===== config.mk =====
export PLATFORM = sky130hd
export DESIGN_NAME = vend_display_ctrl
export DESIGN_NICKNAME = d
export VERILOG_FILES = /design/src/rtl/vend_display_ctrl.sv
export SDC_FILE = /design/constraint.sdc
export NUM_CORES = 1
export LEC_CHECK = 0
export ABC_AREA = 1
export BUFFER_PORTS_ARGS = -buffer_cell sky130_fd_sc_hd__buf_4
export CAP_MARGIN = 0
export CORE_MARGIN = 2
export CORE_UTILIZATION = 60
export DETAILED_ROUTE_END_ITERATION = 16
export GPL_TIMING_DRIVEN = 0
export PLACE_DENSITY_LB_ADDON = 0.15
export SLEW_MARGIN = 20
export SYNTH_ARGS = -nofsm -noshare
export SYNTH_HDL_FRONTEND = slang
export SYNTH_SLANG_ARGS = --single-unit
export TNS_END_PERCENT = 5

===== constraint.sdc =====
create_clock -name clk -period 3.4 [get_ports clk]
set_clock_uncertainty 0.05 [all_clocks]
set_input_delay 0.17 -clock clk [delete_from_list [all_inputs] [get_ports clk]]
set_output_delay 0.17 -clock clk [all_outputs]
set_load 0.01 [all_outputs]

===== src/rtl/vend_display_ctrl.sv =====
// Vending-machine 4-digit multiplexed 7-segment display controller.
// Shows live credit, or a selected item's price for a fixed hold time after selection.
module vend_display_ctrl #(
  parameter int SCAN_DIV    = 4,
  parameter int HOLD_CYCLES = 64
) (
  input  logic       clk,
  input  logic       rst_n,
  input  logic       sel_valid,
  input  logic [7:0] sel_price,
  input  logic [7:0] credit,
  output logic [6:0] seg,
  output logic [3:0] an_n,
  output logic       showing_price
);

  localparam int DW = (SCAN_DIV > 1) ? $clog2(SCAN_DIV) : 1;
  localparam int HW = (HOLD_CYCLES > 1) ? $clog2(HOLD_CYCLES) : 1;
  localparam logic [DW-1:0] DIV_LAST  = DW'(SCAN_DIV - 1);
  localparam logic [HW-1:0] HOLD_LAST = HW'(HOLD_CYCLES - 1);

  localparam logic [6:0] GLYPH_P    = 7'b1110011;
  localparam logic [6:0] GLYPH_C    = 7'b0111001;
  localparam logic [6:0] GLYPH_DASH = 7'b1000000;

  typedef enum logic {
    SHOW_CREDIT,
    SHOW_PRICE
  } state_t;

  state_t        state, state_next;
  logic [7:0]    price_reg, price_next;
  logic [HW-1:0] hold_cnt, hold_next;
  logic [DW-1:0] div_cnt;
  logic [1:0]    digit_idx;
  logic [7:0]    value;
  logic [6:0]    seg_next;
  logic [3:0]    an_next;

  function automatic logic [6:0] glyph(input logic [3:0] n);
    logic [6:0] g;
    case (n)
      4'd0:    g = 7'b0111111;
      4'd1:    g = 7'b0000110;
      4'd2:    g = 7'b1011011;
      4'd3:    g = 7'b1001111;
      4'd4:    g = 7'b1100110;
      4'd5:    g = 7'b1101101;
      4'd6:    g = 7'b1111101;
      4'd7:    g = 7'b0000111;
      4'd8:    g = 7'b1111111;
      4'd9:    g = 7'b1101111;
      default: g = GLYPH_DASH;
    endcase
    return g;
  endfunction

  always_ff @(posedge clk or negedge rst_n) begin
    if (!rst_n) begin
      state     <= SHOW_CREDIT;
      price_reg <= '0;
      hold_cnt  <= '0;
    end else begin
      state     <= state_next;
      price_reg <= price_next;
      hold_cnt  <= hold_next;
    end
  end

  always_comb begin
    state_next = state;
    price_next = price_reg;
    hold_next  = hold_cnt;
    case (state)
      SHOW_CREDIT: begin
        if (sel_valid) begin
          state_next = SHOW_PRICE;
          price_next = sel_price;
          hold_next  = HOLD_LAST;
        end
      end
      SHOW_PRICE: begin
        if (sel_valid) begin
          price_next = sel_price;
          hold_next  = HOLD_LAST;
        end else if (hold_cnt == '0) begin
          state_next = SHOW_CREDIT;
        end else begin
          hold_next = hold_cnt - HW'(1);
        end
      end
      default: state_next = SHOW_CREDIT;
    endcase
  end

  // Scan runs free of the FSM so the refresh rate never depends on what is shown.
  always_ff @(posedge clk or negedge rst_n) begin
    if (!rst_n) begin
      div_cnt   <= '0;
      digit_idx <= '0;
    end else if (div_cnt == DIV_LAST) begin
      div_cnt   <= '0;
      digit_idx <= digit_idx + 2'd1;
    end else begin
      div_cnt <= div_cnt + DW'(1);
    end
  end

  always_comb begin
    value    = (state == SHOW_PRICE) ? price_reg : credit;
    seg_next = '0;
    case (digit_idx)
      2'd3: seg_next = (state == SHOW_PRICE) ? GLYPH_P : GLYPH_C;
      2'd2: seg_next = '0;
      2'd1: seg_next = (value[7:4] == 4'd0) ? 7'b0000000 : glyph(value[7:4]);
      default: seg_next = glyph(value[3:0]);
    endcase
    an_next = ~(4'b0001 << digit_idx);
  end

  always_ff @(posedge clk or negedge rst_n) begin
    if (!rst_n) begin
      seg           <= '0;
      an_n          <= '1;
      showing_price <= 1'b0;
    end else begin
      seg           <= seg_next;
      an_n          <= an_next;
      showing_price <= (state == SHOW_PRICE);
    end
  end

endmodule

-- Word level (Yosys, flattened, before mapping)
Memories as Yosys holds them, arrays and structs flattened.
Cells that the tools add are included.
- output and inout bits: 12
- memories kept: 2
- register bits: 31
- memory bits (read-only): 224
- memories (name ; words ; bits a word ; read ports ; clocked after memory_dff ; write ports ; line ; text):
    (name not given) ; 16 ; 7 ; 1 ; 0 ; 0 ; 42 ; case (n)
    (name not given) ; 16 ; 7 ; 1 ; 0 ; 0 ; 42 ;
- bitwise operators: 2
- mux-type cells: 14
- eq/ne operators: 6
- shifts and indexed selects: 1
- reduce and logical (&&, ||, !) cells: 3
- $add $sub $neg: 3
- operators with widths (kind ; count):
    $pmux W7 S3 ; 1
    $mux W6 ; 3
    $mux W8 ; 2
    $mux W7 ; 2
    $pmux W6 S2 ; 1
    $eq A2 B2 Y1 const B ; 3
    $logic_not A6 Y1 ; 1
    $sub A6 B1 Y6 const B ; 1
    $add A2 B1 Y2 const B ; 2
    $logic_not A4 Y1 ; 1
    $not A4 Y4 ; 1
    $shl A1 B2 Y4 const A ; 1
    $mux W1 ; 3
    $ne A3 B3 Y1 const B ; 1
    $eq A2 B1 Y1 const B ; 1
    $mux W2 ; 1
    $ne A2 B2 Y1 const B ; 1
    $pmux W1 S2 ; 1
    $reduce_and A2 Y1 ; 1
    $not A1 Y1 ; 1

-- Depth between registers and ports, before layout
- depth in word-level cells: 4
- gate-level depth with buffers: 12
- gate-level depth less buffers: 11

-- Worst setup path before layout
Ideal clock, no wire load.
- path kind: reg-to-reg
- from: register state
- to: register seg[0]
- period minus slack after synthesis: 1816 ps
- cell stages (with the launch flop): 9
- slack: 1584 ps
- arrival: 1689 ps
- cell sequence: dfrtp_1 -> buf_6 -> o21ai_0 -> inv_1 -> ha_1 -> nand3b_1 -> a21oi_1 -> nor2_1 -> a21oi_1
- word-level cells in the longest chain between the ends: 4
- RTL lines (what ; line ; text):
    from (decl) ; 31 ; state_t state, state_next;
    from (signal assigned) ; 64 ; state <= state_next;
    $mux W8 (*) ; 110 ; value = (state == SHOW_PRICE) ? price_reg : credit;
    $mem_v2 Z16 W7 or $logic_not A4 Y1 (tied branches) ; - ;
    $mux W7 ; 115 ; 2'd1: seg_next = (value[7:4] == 4'd0) ? 7'b0000000 : glyph(value[7:4]);
    $pmux W7 S3 (*) ; 112 ; case (digit_idx)
    via seg_next[0] ; 37 ; logic [6:0] seg_next;
    to (signal assigned) ; 127 ; seg <= seg_next;
    to (decl) ; 12 ; output logic [6:0] seg,
The timed path passes the listed nets; every way through them passes the cells marked *.
A chain may end at the register's enable or synchronous reset.

-- Final worst setup path
Ends and elaborated chain as after synthesis.

==> flow_summary_export.csv <==
group,metric,value,unit
floorplanning,core_area,2980,µm²
synth,ys_types,21,
critical_path,worstSetupStartpointType,"flop",
placed_design,dpl_cell_area,2100,µm²
synth,synthArstFlopShare,100,%
layout,nets,304,
power,seqPwrFrac,52.2,%
worst_hold_path,hp-class,"primary input to flop",
power,max-vdd-ir-drop,0.218,mV
power,finalPower,768,µW
drt,met3_length,136,µm
drt,highest_layer,"met4",
synth,synth_top_area_cell,"dfrtp_1",
clocking,cts_tree,"yes",
synth,ys.flop_type,"dfrtp_1",
global_route,grt_pass1_wl,6310,µm
layout,final_common_cell,"nand2_1",
synth,postSynthNetCount,262,
outcome,outcome,"complete, no violations",
synth,yosys.area.top_type_share,36.8,%
floorplanning,rows,20,
critical_path,crit_path_frequent_cell,"a21oi_1",
global_route,grt_max_degree,32,
power,p_sw_share,29.6,%
synth,ys_ff_latch,31,
power,p_switching,228,µW
drt,viasPerCell,5.17,
clocking,clock-sinks,31,
critical_path,cp-end-kind,"flop",
drt,wl_met2,1740,µm
layout,antennaDiodeCount,0,
power,power_frac_comb,21.6,%
clocking,clock_latency,330,ps
placed_design,gp_congestion,0.861,
drt,drtIter0Drc,75,
floorplanning,pin_count,31,
power,pwr_density_cell,348,nW/µm²
synth,synth_area,1840,µm²
layout,area_growth,20.2,%
critical_path,slowest_delay,530,ps
synth,synth-edff-count,0,
clocking,hold_buffers,6,
clocking,htreeDepth,2,
critical_path,cp_slowest_cell,"o21ai_0",
clocking,clk_pin_slew,100,ps
power,p_int,540,µW
global_route,grt_usage,24.0,%
run,cap_viol_max_count,0,
timing,worst_pin_slew,636,ps
placed_design,portBuffers,29,
synth,syn_inst,224,
floorplanning,die_h,59.3,µm
floorplanning,fp.dieW,59.3,µm
timing,min_period_over_period,63.6,%
timing,rsz0062_at_grt,"false",
clocking,root_buffer,"clkbuf_4",
power,p_leak,1.15,nW
layout,multiInputGateArea,911,µm²
critical_path,cp_data_required_time,3610,ps
critical_path,arrival,2370,ps
drt,drc,0,
critical_path,crit_chain,"buf_6 > o21ai_0 > inv_1 > ha_1 > nand3b_1 > a21oi_1 > nor2_1 > a21oi_1",
floorplanning,dieArea,3520,µm²
critical_path,critPathKind,"flop to flop",
synth,synth_warnings,0,
drt,routedWlPerCell,11.8,µm
drt,ant_nets,0,
clocking,cts_resized,0,
global_route,gr-total-overflow,0,
layout,stdcell_area,2210,µm²
layout,largest_register_ffs,8,
timing,finalSetupTns,0,ps
critical_path,rrSetupSlack,1240,ps
worst_hold_path,min_path_cells,3,
drt,met1Wirelength,1580,µm
synth,yosysSeqAreaShare,42.5,%
timing,max_freq,462,MHz
drt,drt_wl_total,3550,µm
global_route,antenna_found_initial,0,
timing,hold_violations,0,
power,clkPwrFrac,26.2,%
drt,routed-via-count,1551,
clocking,post-cts-setup-buffers,0,
synth,avgSynthCellArea,8.21,µm²
layout,seqCellArea,781,µm²
clocking,cts_max_path_buffers,2,
placed_design,hpwlAfterDp,2660,µm
drt,first_pass_iters,4,
timing,slew_violations,0,
timing,finalCriticalPeriod,2160,ps
critical_path,ff2ff_path_depth,8,
global_route,grt_pass1_vias,1510,
layout,drive_above_1_share,22.8,%
timing,hold_ws,5.27,ps
timing,relSlewSlack,57.1,%
critical_path,cp_max_fo,10,
timing,setup_viol,0,
layout,layout_common_cells,"52 x nand2_1, 29 x buf_4, 28 x inv_1, 27 x dfrtp_1, 22 x nand3_1",
clocking,numCtsBuffers,5,
synth,netlist_top_cells_area,"dfrtp_1 37%, ha_1 13%, nand2_1 11%",
floorplanning,start_util,61.7,%
layout,fillers,247,
-- Yosys cell counts (2+ instances only) --
library cell / number
nand2_2: 9
o21ai_0: 14
dfstp_2: 4
o21ai_1: 2
o21ai_2: 4
dfrtp_1: 27
nand3_1: 22
inv_2: 2
inv_1: 28
nor2_1: 13
buf_6: 2
clkbuf_1: 3
nand3b_1: 4
ha_1: 19
a21oi_1: 14
nand2_1: 52
-- final timing paths --
| check | start | endpoint |
|---|---|---|
| min in group asynchronous | rst_n | price_reg[1] |
| setup / recovery | state | seg[0] |
| hold / removal | sel_price[5] | price_reg[5] |
| setup reg to reg | state | seg[0] |
| hold reg to reg | div_cnt[0] | div_cnt[0] |
| max in group asynchronous | rst_n | an_n[0] |
-- stage by stage --
step	setup WS (ps)	std cells	util [%]
after global routing	1110	300	74.2
after floorplan	1580	224	-
final	1240	300	74.2
after global placement	1320	286	70.4
after detailed placement	1320	286	70.4
after CTS	1290	300	74.2
-- kinds of logic after synthesis --
kind of cell    after synthesis  synth area share [%]
buf+inv                      35                  7.96
fa+ha+maj                    19                  12.9
xor+xnor                      2                 0.953
flops                        31                  42.5
compound gates               35                  10.6
simple gates                102                  25.1
-- worst max-delay path: cells and delay by family, from the launching register on --
| kind | cells | cell delay, ps |
|---|---|---|
| AO/OA/AOI/OAI | 3 | 820 |
| adder cells (fa/ha/maj) | 1 | 210 |
| buffers and inverters | 2 | 320 |
| flip-flops | 1 | 460 |
| AND/OR/NAND/NOR | 2 | 230 |
-- per-layer routing --
layer  vias to the layer above  GRT usage, %
met5                         -             0
met4                         0          9.09
met3                        10          5.90
met2                        41          41.8
met1                       705          28.3
li1                        795             -
-- layout make-up --
class	count	share of cell area, %
Inverter	30	5.10
Multi-Input combinational cell	158	41.2
Buffer	5	1.53
Clock inverter	3	0.680
Sequential cell	31	35.3
Tap cell	33	1.87
Clock buffer	5	1.70
Timing Repair Buffer	35	12.6
-- power by group through the flow --
stage	Combinational, mW	Sequential [mW]	Clock (mW)
after global routing	0.189	0.404	0.228
after detailed placement	0.160	0.408	0
final	0.166	0.401	0.201
after floorplan	0.0897	0.414	0
after global placement	0.156	0.408	0
after CTS	0.167	0.401	0.209
No activity file was read; power rests on OpenSTA's default activity.
